$ cat config.mk
export PLATFORM = sky130hd
export DESIGN_NAME = clk_div_monitor
export DESIGN_NICKNAME = d
export VERILOG_FILES = /design/src/rtl/clk_div_monitor.sv
export SDC_FILE = /design/constraint.sdc
export NUM_CORES = 1
export LEC_CHECK = 0
export BUFFER_PORTS_ARGS = -buffer_cell sky130_fd_sc_hd__buf_2
export CAP_MARGIN = 5
export CELL_PAD_IN_SITES_DETAIL_PLACEMENT = 0
export CELL_PAD_IN_SITES_GLOBAL_PLACEMENT = 1
export CORE_ASPECT_RATIO = 1.75
export CORE_MARGIN = 2
export CORE_UTILIZATION = 30
export CTS_CLUSTER_DIAMETER = 200
export DETAILED_ROUTE_END_ITERATION = 8
export PLACE_DENSITY_LB_ADDON = 0.1
export RECOVER_POWER = 25
export SYNTH_ARGS = -nofsm -noshare
export SYNTH_HDL_FRONTEND = slang
export SYNTH_SLANG_ARGS = --single-unit
$ cat constraint.sdc
create_clock -name clk -period 1.75 [get_ports clk]
set_clock_uncertainty 0.1 [all_clocks]
set_input_delay 0.0875 -clock clk [delete_from_list [all_inputs] [get_ports clk]]
set_output_delay 0.0875 -clock clk [all_outputs]
set_load 0.02 [all_outputs]
$ cat src/rtl/clk_div_monitor.sv
// Receive-side checker for a divided clock synchronous to clk: measures period and
// high time in clk cycles, and reports lock, mismatch and stuck against the expected ratio.
module clk_div_monitor #(
    parameter int unsigned DIV      = 3,
    parameter int unsigned LOCK_CNT = 4,
    parameter int unsigned TIMEOUT  = 64,
    parameter int unsigned CNT_W    = 8
) (
    input  logic             clk,
    input  logic             rst,
    input  logic             en,
    input  logic             div_in,
    output logic [CNT_W-1:0] period_out,
    output logic [CNT_W-1:0] high_out,
    output logic             meas_valid,
    output logic             locked,
    output logic             err,
    output logic             stuck
);

    localparam logic [1:0] ST_IDLE   = 2'd0;
    localparam logic [1:0] ST_WAIT   = 2'd1;
    localparam logic [1:0] ST_MEAS   = 2'd2;
    localparam logic [1:0] ST_LOCKED = 2'd3;

    localparam logic [CNT_W-1:0] CNT_ZERO = {CNT_W{1'b0}};
    localparam logic [CNT_W-1:0] CNT_ONE  = {{(CNT_W-1){1'b0}}, 1'b1};
    localparam logic [CNT_W-1:0] CNT_MAX  = {CNT_W{1'b1}};
    localparam logic [CNT_W-1:0] DIV_C    = CNT_W'(DIV);
    localparam logic [CNT_W-1:0] TMO_C    = CNT_W'(TIMEOUT);
    localparam logic [3:0]       LOCK_C   = 4'(LOCK_CNT);

    logic [1:0]       state_q,      state_d;
    logic             d_q;
    logic [CNT_W-1:0] cnt_q,        cnt_d;
    logic [CNT_W-1:0] hcnt_q,       hcnt_d;
    logic [3:0]       match_q,      match_d;
    logic [CNT_W-1:0] period_q,     period_d;
    logic [CNT_W-1:0] high_q,       high_d;
    logic             meas_valid_q, meas_valid_d;
    logic             locked_q,     locked_d;
    logic             err_q,        err_d;
    logic             stuck_q,      stuck_d;

    logic             rise_s;
    logic             timeout_s;
    logic [3:0]       match_inc_s;

    // Saturating add of a single bit to a counter.
    function automatic logic [CNT_W-1:0] sat_add(input logic [CNT_W-1:0] a, input logic b);
        logic [CNT_W-1:0] r;
        if (b && (a == CNT_MAX)) begin
            r = a;
        end else begin
            r = a + {{(CNT_W-1){1'b0}}, b};
        end
        return r;
    endfunction

    // Edge detect, timeout detect and saturating match increment.
    always_comb begin
        rise_s    = div_in & ~d_q;
        timeout_s = (cnt_q == TMO_C) & ~rise_s;
        if (match_q == LOCK_C) begin
            match_inc_s = match_q;
        end else begin
            match_inc_s = match_q + 4'd1;
        end
    end

    // Next-state logic: rise beats timeout, en low discards any measurement in flight.
    always_comb begin
        state_d      = state_q;
        cnt_d        = cnt_q;
        hcnt_d       = hcnt_q;
        match_d      = match_q;
        period_d     = period_q;
        high_d       = high_q;
        meas_valid_d = 1'b0;
        err_d        = 1'b0;
        locked_d     = locked_q;
        stuck_d      = stuck_q;

        if (!en) begin
            state_d  = ST_IDLE;
            cnt_d    = CNT_ZERO;
            hcnt_d   = CNT_ZERO;
            match_d  = 4'd0;
            locked_d = 1'b0;
            stuck_d  = 1'b0;
        end else begin
            case (state_q)
                ST_IDLE: begin
                    cnt_d    = CNT_ZERO;
                    hcnt_d   = CNT_ZERO;
                    match_d  = 4'd0;
                    locked_d = 1'b0;
                    stuck_d  = 1'b0;
                    state_d  = ST_WAIT;
                end
                ST_WAIT, ST_MEAS, ST_LOCKED: begin
                    if (rise_s) begin
                        cnt_d   = CNT_ONE;
                        hcnt_d  = CNT_ONE;
                        stuck_d = 1'b0;
                        if (state_q == ST_WAIT) begin
                            state_d = ST_MEAS;
                        end else begin
                            period_d     = cnt_q;
                            high_d       = hcnt_q;
                            meas_valid_d = 1'b1;
                            if (cnt_q == DIV_C) begin
                                match_d = match_inc_s;
                                if (match_inc_s == LOCK_C) begin
                                    locked_d = 1'b1;
                                    state_d  = ST_LOCKED;
                                end else begin
                                    state_d  = ST_MEAS;
                                end
                            end else begin
                                err_d    = 1'b1;
                                match_d  = 4'd0;
                                locked_d = 1'b0;
                                state_d  = ST_MEAS;
                            end
                        end
                    end else begin
                        cnt_d  = sat_add(cnt_q, 1'b1);
                        hcnt_d = sat_add(hcnt_q, div_in);
                        if (timeout_s) begin
                            stuck_d  = 1'b1;
                            locked_d = 1'b0;
                            match_d  = 4'd0;
                            state_d  = ST_WAIT;
                        end else begin
                            state_d  = state_q;
                        end
                    end
                end
                default: begin
                    state_d  = ST_IDLE;
                    cnt_d    = CNT_ZERO;
                    hcnt_d   = CNT_ZERO;
                    match_d  = 4'd0;
                    locked_d = 1'b0;
                    stuck_d  = 1'b0;
                end
            endcase
        end
    end

    // State and output registers with synchronous reset.
    always_ff @(posedge clk) begin
        if (rst) begin
            state_q      <= ST_IDLE;
            d_q          <= 1'b0;
            cnt_q        <= CNT_ZERO;
            hcnt_q       <= CNT_ZERO;
            match_q      <= 4'd0;
            period_q     <= CNT_ZERO;
            high_q       <= CNT_ZERO;
            meas_valid_q <= 1'b0;
            locked_q     <= 1'b0;
            err_q        <= 1'b0;
            stuck_q      <= 1'b0;
        end else begin
            state_q      <= state_d;
            d_q          <= div_in;
            cnt_q        <= cnt_d;
            hcnt_q       <= hcnt_d;
            match_q      <= match_d;
            period_q     <= period_d;
            high_q       <= high_d;
            meas_valid_q <= meas_valid_d;
            locked_q     <= locked_d;
            err_q        <= err_d;
            stuck_q      <= stuck_d;
        end
    end

    assign period_out = period_q;
    assign high_out   = high_q;
    assign meas_valid = meas_valid_q;
    assign locked     = locked_q;
    assign err        = err_q;
    assign stuck      = stuck_q;

endmodule
==> summary.txt, run 1 <==
Outcome
  • Status: completed

Floorplan
  • Die Width: roughly 66 um
  • # IOs: 24
  • Die Area: ~0.0074 mm^2
  • Die height: about 110 um
  • Core Rows: 39
  • Core area: 0.00654 mm^2
  • Initial Util: 0.308

Clock tree
  • Clk_lat worst skew: between 0.2 and 0.3 ns
  • CTS Buf Count: 5
  • H-tree depth: 2
  • CTS sink cnt: 43
  • CTS root buffer: clkbuf_16
  • Clock Pin Slew Worst Setup and Hold Paths: roughly 0.060 ns
  • Max clock buf depth: 2
  • CTS tree: yes

STA
  • Final hold vios: 0
  • Final Critical Period: 1.67 ns
  • Final count of pins violating max slew: 0
  • Slew HR: 0.345
  • Final setup fails: 0
  • Min Hold Slack: roughly 0.022 ns
  • Final critical-path share of the clock period: 0.957
  • Max Fclk: 597 MHz
  • Worst Max-Slew Pin Slew: around 0.98 ns
  • RSZ-0062 raised after global routing: true

Route
  • First-pass DRT Iterations: 4
  • DR vias/cell: about 4.9
  • DRC Markers: 0
  • Routed Antenna Nets: 0
  • Post-detailed-route wirelength per cell: 14.5 um
  • Routed WL: around 5.4 mm
  • Vias: 1,811
  • Drt initial violations: 60

Global routing
  • Grt met2 use: 0.277
  • Antenna violations before repair: 0
  • GR Overflow Total: 0
  • First-pass GRT wire length: 8.99 mm
  • Pin count of the biggest net entering global routing: 21
  • Gr busiest metal: met2
  • Met1 Use GR: 0.175
  • Met3 Track Usage GR: 0.0341
  • Vias in the first global route: 1,839
  • GRT Overall Usage: 0.159

Yosys
  • Post-synthesis register bit count: 43
  • Netlist cell types: 49
  • Syn avg cell area: about 8.6 um^2
  • Mapped Cells: ~230
  • Post-synth ARST share: 0
  • Post-synthesis net count: roughly 240
  • Post-synth EDFFs: 0
  • Synthesized cell area: about 0.0020 mm^2
  • Top_reg_cell synth: dfxtp_1
  • Seq/Total Area, Yosys: 0.427
  • Yosys warning count: 0

Finish
  • Area grow syn2layout: 31.1%
  • Diodes inserted: 0
  • Layout net count: 300
  • Commonest non-fill, non-tap cell in the layout: nand2_1
  • Most frequent cells in the layout: 42 x nand2_1, 38 x dfxtp_1, 36 x buf_4
  • Final Util: 0.404
  • Share of layout cells above drive strength 1: 0.261
  • Fillcell total: 720

Pwr
  • LEAKAGE: roughly 1.0 nW
  • Peak VDD IR: 0.000408 V
  • Power density over the cells: just over 800 mW/mm^2

Worst setup path
  • Worst Path Max Fanout: 4
  • WS Path Type: flip-flop to flip-flop
  • Critical Path End Type: flip-flop
  • Critical Path Start Type: flip-flop
  • CP required: roughly 1.8 ns
  • CP Data Arrival Time: 1.75 ns

Place
  • Detail Placement HPWL: 4.07 mm
  • Port Buffers: 23
  • RePlAce Congestion: 0.794

Min path
  • Worst hold path type: primary input to flip-flop

Job
  • Max Cap Viol: 0
-- synthesized netlist by cell type (3+ instances only) --
master | count | area share
a211oi_1 | 4 | 0.015
a21oi_1 | 21 | 0.052
a31oi_1 | 6 | 0.019
and3_1 | 5 | 0.016
buf_2 | 6 | 0.015
clkbuf_1 | 4 | 0.0075
dfxtp_1 | 43 | 0.43
ha_1 | 6 | 0.037
inv_1 | 7 | 0.013
mux2i_1 | 3 | 0.015
nand2_1 | 42 | 0.078
nand2b_1 | 5 | 0.016
nand3_1 | 7 | 0.017
nor2_1 | 16 | 0.030
nor2b_1 | 5 | 0.016
nor3_1 | 7 | 0.017
o21ai_0 | 5 | 0.012
xnor2_1 | 3 | 0.013
-- what timing repair did --
item | in CTS | in global routing
buffers inserted | 2 | 0
setup endpoints to repair | 4 | 6
resized for setup | 8 | 5
hold buffers | 0 | 0
pin swaps | 3 | 7
-- path summary, 6_finish.rpt --
kind                                                from                       end  slack (ns)  cells after the start
worst max-delay path               cnt_q[0]$_SDFFE_PP0P_   state_q[0]$_SDFFE_PP0P_        0.08                      8
worst max register to register     cnt_q[0]$_SDFFE_PP0P_   state_q[0]$_SDFFE_PP0P_        0.08                      8
worst min register to register  high_out[7]$_SDFFE_PP0P_  high_out[7]$_SDFFE_PP0P_        0.35                      2
worst min-delay path                              div_in            d_q$_SDFF_PP0_        0.02                      2
-- layout make-up --
cell class / count / area (um^2) / area share
Clock buffer: 5 / 125 / 0.0474
Clock inverter: 3 / 43.8 / 0.0166
Inverter: 7 / 26.3 / 0.00995
Multi-Input combinational cell: 173 / 1100 / 0.418
Sequential cell: 43 / 867 / 0.328
Tap cell: 82 / 103 / 0.0389
Timing Repair Buffer: 60 / 372 / 0.141
-- power by group --
part,switching [mW],internal (mW)
clock,0.398,0.673
combinational,0.0477,0.0317
sequential,0.00522,0.983
total,0.451,1.69
-- worst max-delay path, stage by stage (launching register included) --
cell      delay (ns)
dfxtp_2         0.36
inv_2           0.04
ha_2            0.15
and4bb_4        0.21
buf_4           0.13
buf_4           0.12
and2_2          0.19
o21ai_0         0.21
a21oi_2         0.05
-- layer usage --
layer | up-vias | wire length [um]
met1 | 828 | 2210
li1 | 943 | -
met3 | 13 | 151
met4 | 0 | 194
met2 | 27 | 2840
met5 | - | 0
-- cells by family (layout without fill, tap and decap cells) --
logic type	after synthesis	in the layout	share of synthesized area
simple gates	109	109	0.289
xor+xnor	4	4	0.0174
flops	43	43	0.427
fa+ha+maj	6	6	0.0373
mux	3	3	0.0149
buf+inv	17	75	0.0354
compound gates	51	51	0.179
-- stage by stage --
step / instance area, um^2 / std cells / total power, mW / setup TNS, ns / setup slack, ns
6_report: 2640 / 373 / 2.14 / 0 / 0.0759
2_1_floorplan: 2010 / 233 / 1.05 / 0 / 0.00197
4_1_cts: 2640 / 373 / 2.18 / -0.000191 / -0.000191
5_1_grt: 2640 / 373 / 2.22 / -0.000388 / -0.000388
3_3_place_gp: 2450 / 363 / 1.09 / 0 / 0.0102
3_5_place_dp: 2450 / 363 / 1.09 / 0 / 0.00461
-- registers in the layout, indices dropped and copies added, names as in the netlist --
signal	flops
stuck	1
err	1
high_out	8
locked	1
cnt_q	8
match_q	4
state_q	2
period_out	8
hcnt_q	8
d_q	1
meas_valid	1
No activity file was read; power rests on OpenSTA's default activity.
==> run 2: changes to the inputs <==
Settings changed: ABC_AREA from default to 1.
==> summary.txt, run 2 <==
Outcome
  • Status: completed

Pwr
  • Tot Pwr: 2.31 mW (+7.9%)
  • Power density over the cells: 914 mW/mm^2 (+13%)
  • LEAKAGE: 0.976 nW (-2.1%)
  • Peak VDD IR: 0.000636 V (+56%)

STA
  • Max Fclk: 636 MHz (+6.5%)
  • Final hold vios: 0 (unchanged)
  • Slew HR: 0.793 (+0.448)
  • Final setup fails: 0 (unchanged)
  • Final critical-path share of the clock period: 0.898 (-0.0587)
  • Final Critical Period: 1.57 ns (-0.103 ns)
  • Final setup margin: 0.179 ns (+0.103 ns)
  • RSZ-0062 raised after global routing: false
  • Post-route setup TNS: 0 ns (unchanged)
  • Worst Max-Slew Pin Slew: 0.309 ns (-0.674 ns)
  • Final count of pins violating max slew: 0 (unchanged)

Route
  • DR vias/cell: 4.64 (-4.3%)
  • DRC Markers: 0 (unchanged)
  • Post-detailed-route wirelength per cell: 13.2 um (-8.8%)
  • First-pass DRT Iterations: 4 (unchanged)
  • Drt initial violations: 58 (-3.3%)
  • Routed WL: 5.24 mm (-2.9%)
  • Vias: 1,844 (+1.8%)
  • Routed Antenna Nets: 0 (unchanged)

Min path
  • Worst Hold Path EP: meas_valid$_SDFF_PP0_
  • WHS Path Cells: 4 (+2)
  • Worst hold path type: primary input to flip-flop
  • Hold_sp: en

Yosys
  • Post-synth EDFFs: 0 (unchanged)
  • Post-synthesis register bit count: 43 (unchanged)
  • Post-synthesis net count: 288 (+19%)
  • Netlist cell types: 27 (-45%)
  • Leading area contributor after synthesis: dfxtp_1
  • Largest cells by area after synthesis: dfxtp_1 41%, nand2_1 11%, nor2_1 8.6%
  • Synth top cells by count: 59 x nand2_1, 48 x nor2_1, 43 x dfxtp_1, 33 x inv_1, 17 x a21oi_1
  • Yosys warning count: 0 (unchanged)
  • Seq/Total Area, Yosys: 0.411 (-0.0166)
  • Post-synth ARST share: 0 (unchanged)
  • Top-area cell type share of the netlist area: 0.411 (-0.0166)
  • Cell with the most instances after synthesis: nand2_1
  • Syn avg cell area: 7.54 um^2 (-13%)
  • Synthesized cell area: 0.00210 mm^2 (+4.0%)
  • Top_reg_cell synth: dfxtp_1
  • Mapped Cells: 278 (+19%)

Clock tree
  • Max clock buf depth: 2 (unchanged)
  • Clock Pin Slew Worst Setup and Hold Paths: 0.06 ns (about the same)
  • CTS sink cnt: 43 (unchanged)
  • CTS root buffer: clkbuf_16
  • H-tree depth: 2 (unchanged)
  • CTS tree: yes
  • CTS Buf Count: 5 (unchanged)
  • Clk_lat worst skew: 0.29 ns (about the same)

Worst setup path
  • Worst Path Max Fanout: 7 (+3)
  • CP required: 1.88 ns (+0.06 ns)
  • Critical Path End Type: flip-flop
  • CP Data Arrival Time: 1.70 ns (-0.05 ns)
  • Crit-path max cell delay: 0.39 ns (+0.03 ns)
  • Critical Path Start Type: flip-flop
  • Crit-path cells: ha_2 > nand4_1 > nor2_2 > nand3_2 > nor2_1 > nor2_1 > nor2_1
  • Reg2reg setup slack: 0.18 ns (+0.10 ns)
  • CP most frequent cell: nor2_1
  • WS Path Type: flip-flop to flip-flop
  • Reg2Reg Launch Point: cnt_q[1]$_SDFFE_PP0P_
  • Worst r2r dst: cnt_q[0]$_SDFFE_PP0P_
  • Worst path slowest cell: dfxtp_1
  • Worst r2r path cells: 7 (-1)

Finish
  • Diodes inserted: 0 (unchanged)
  • Fin area: 0.00252 mm^2 (-4.4%)
  • Commonest non-fill, non-tap cell in the layout: nand2_1
  • Layout net count: 322 (+7.3%)
  • Share of layout cells above drive strength 1: 0.176 (-0.0854)
  • Fillcell total: 764 (+6.1%)
  • Area grow syn2layout: 20.4%
  • Most frequent cells in the layout: 59 x nand2_1, 48 x nor2_1, 43 x dfxtp_1

Place
  • Pre-CTS setup slack: 0.176 ns (+0.172 ns)
  • Detail Placement HPWL: 4.01 mm (-1.3%)
  • Port Buffers: 23 (unchanged)
  • Placed Instance Area: 0.00234 mm^2 (-4.6%)
  • RePlAce Congestion: 0.789 (-0.65%)

Floorplan
  • Core Rows: 40 (+2.6%)
  • Die Area: 0.00770 mm^2 (+3.8%)
  • # IOs: 24 (unchanged)
  • Die height: 115 um (+1.9%)
  • Die Width: 67.2 um (+1.9%)
  • Initial Util: 0.308 (about the same)
  • Core area: 0.00681 mm^2 (+4.1%)

Job
  • Max Cap Viol: 0 (unchanged)

Global routing
  • GR Overflow Total: 0 (unchanged)
  • Vias in the first global route: 1,801 (-2.1%)
  • First-pass GRT wire length: 8.69 mm (-3.4%)
  • GRT Overall Usage: 0.151 (-0.00840)
  • Antenna violations before repair: 0 (unchanged)
  • Pin count of the biggest net entering global routing: 26 (+24%)
-- run 2: critical path: cells and delay by family, from the launching register on --
kind	cells	cell delay [ns]
AND/OR/NAND/NOR	6	0.78
flip-flops	1	0.39
adder cells (fa/ha/maj)	1	0.24
-- run 2: what timing repair did --
item | CTS | global route
hold buffers | 1 | 0
hold endpoints to repair | 1 | 0
gates resized for setup | 0 | 1
setup endpoints to repair | 0 | 2
setup buffers | 0 | 0
-- run 2: per-layer routing --
layer,wire length (um),vias to the layer above,global-route usage
met2,2840,20,0.273
met1,2190,851,0.167
li1,-,967,-
met3,109,6,0.0285
met4,98,0,0.0612
met5,0,-,0
-- run 2: how the worst max path moves through the flow --
stage                     depth (start not counted)                    end                  start
after global placement                            7  cnt_q[1]$_SDFFE_PP0P_  cnt_q[1]$_SDFFE_PP0P_
after global routing                              7  cnt_q[0]$_SDFFE_PP0P_  cnt_q[1]$_SDFFE_PP0P_
final                                             7  cnt_q[0]$_SDFFE_PP0P_  cnt_q[1]$_SDFFE_PP0P_
after floorplan                                   8    locked$_SDFFE_PP0P_  cnt_q[0]$_SDFFE_PP0P_
after CTS                                         7  cnt_q[0]$_SDFFE_PP0P_  cnt_q[1]$_SDFFE_PP0P_
after detailed placement                          7  cnt_q[0]$_SDFFE_PP0P_  cnt_q[1]$_SDFFE_PP0P_
-- run 2: cell families after synthesis --
logic type | share of synthesized area
and+or+nand+nor | 0.299
adders and majority gates | 0.0358
DFF | 0.411
AOI/OAI and AO/OA | 0.161
buffers and inverters | 0.0937
-- run 2: report_power, final --
part | leakage (nW) | switching (mW) | internal, mW
clock network | 0.0900 | 0.406 | 0.818
registers | 0.347 | 0.00552 | 0.986
logic | 0.539 | 0.0634 | 0.0289
-- run 2: area by class of cell --
cell class | count | area [um^2] | share of cell area
Timing Repair Buffer | 32 | 180 | 0.0714
Clock buffer | 5 | 125 | 0.0496
Clock inverter | 3 | 67.6 | 0.0268
Multi-Input combinational cell | 192 | 1040 | 0.412
Inverter | 38 | 144 | 0.0570
Sequential cell | 43 | 861 | 0.341
Tap cell | 84 | 105 | 0.0416
-- run 2: per-stage QoR --
| step | hold WS, ns | util | std cells |
|---|---|---|---|
| floorplan | 0.113 | - | 278 |
| global placement | 0.274 | 0.343 | 388 |
| detailed placement | 0.284 | 0.343 | 388 |
| CTS | 0.123 | 0.373 | 397 |
| global route | 0.141 | 0.371 | 397 |
| finish | 0.124 | 0.371 | 397 |
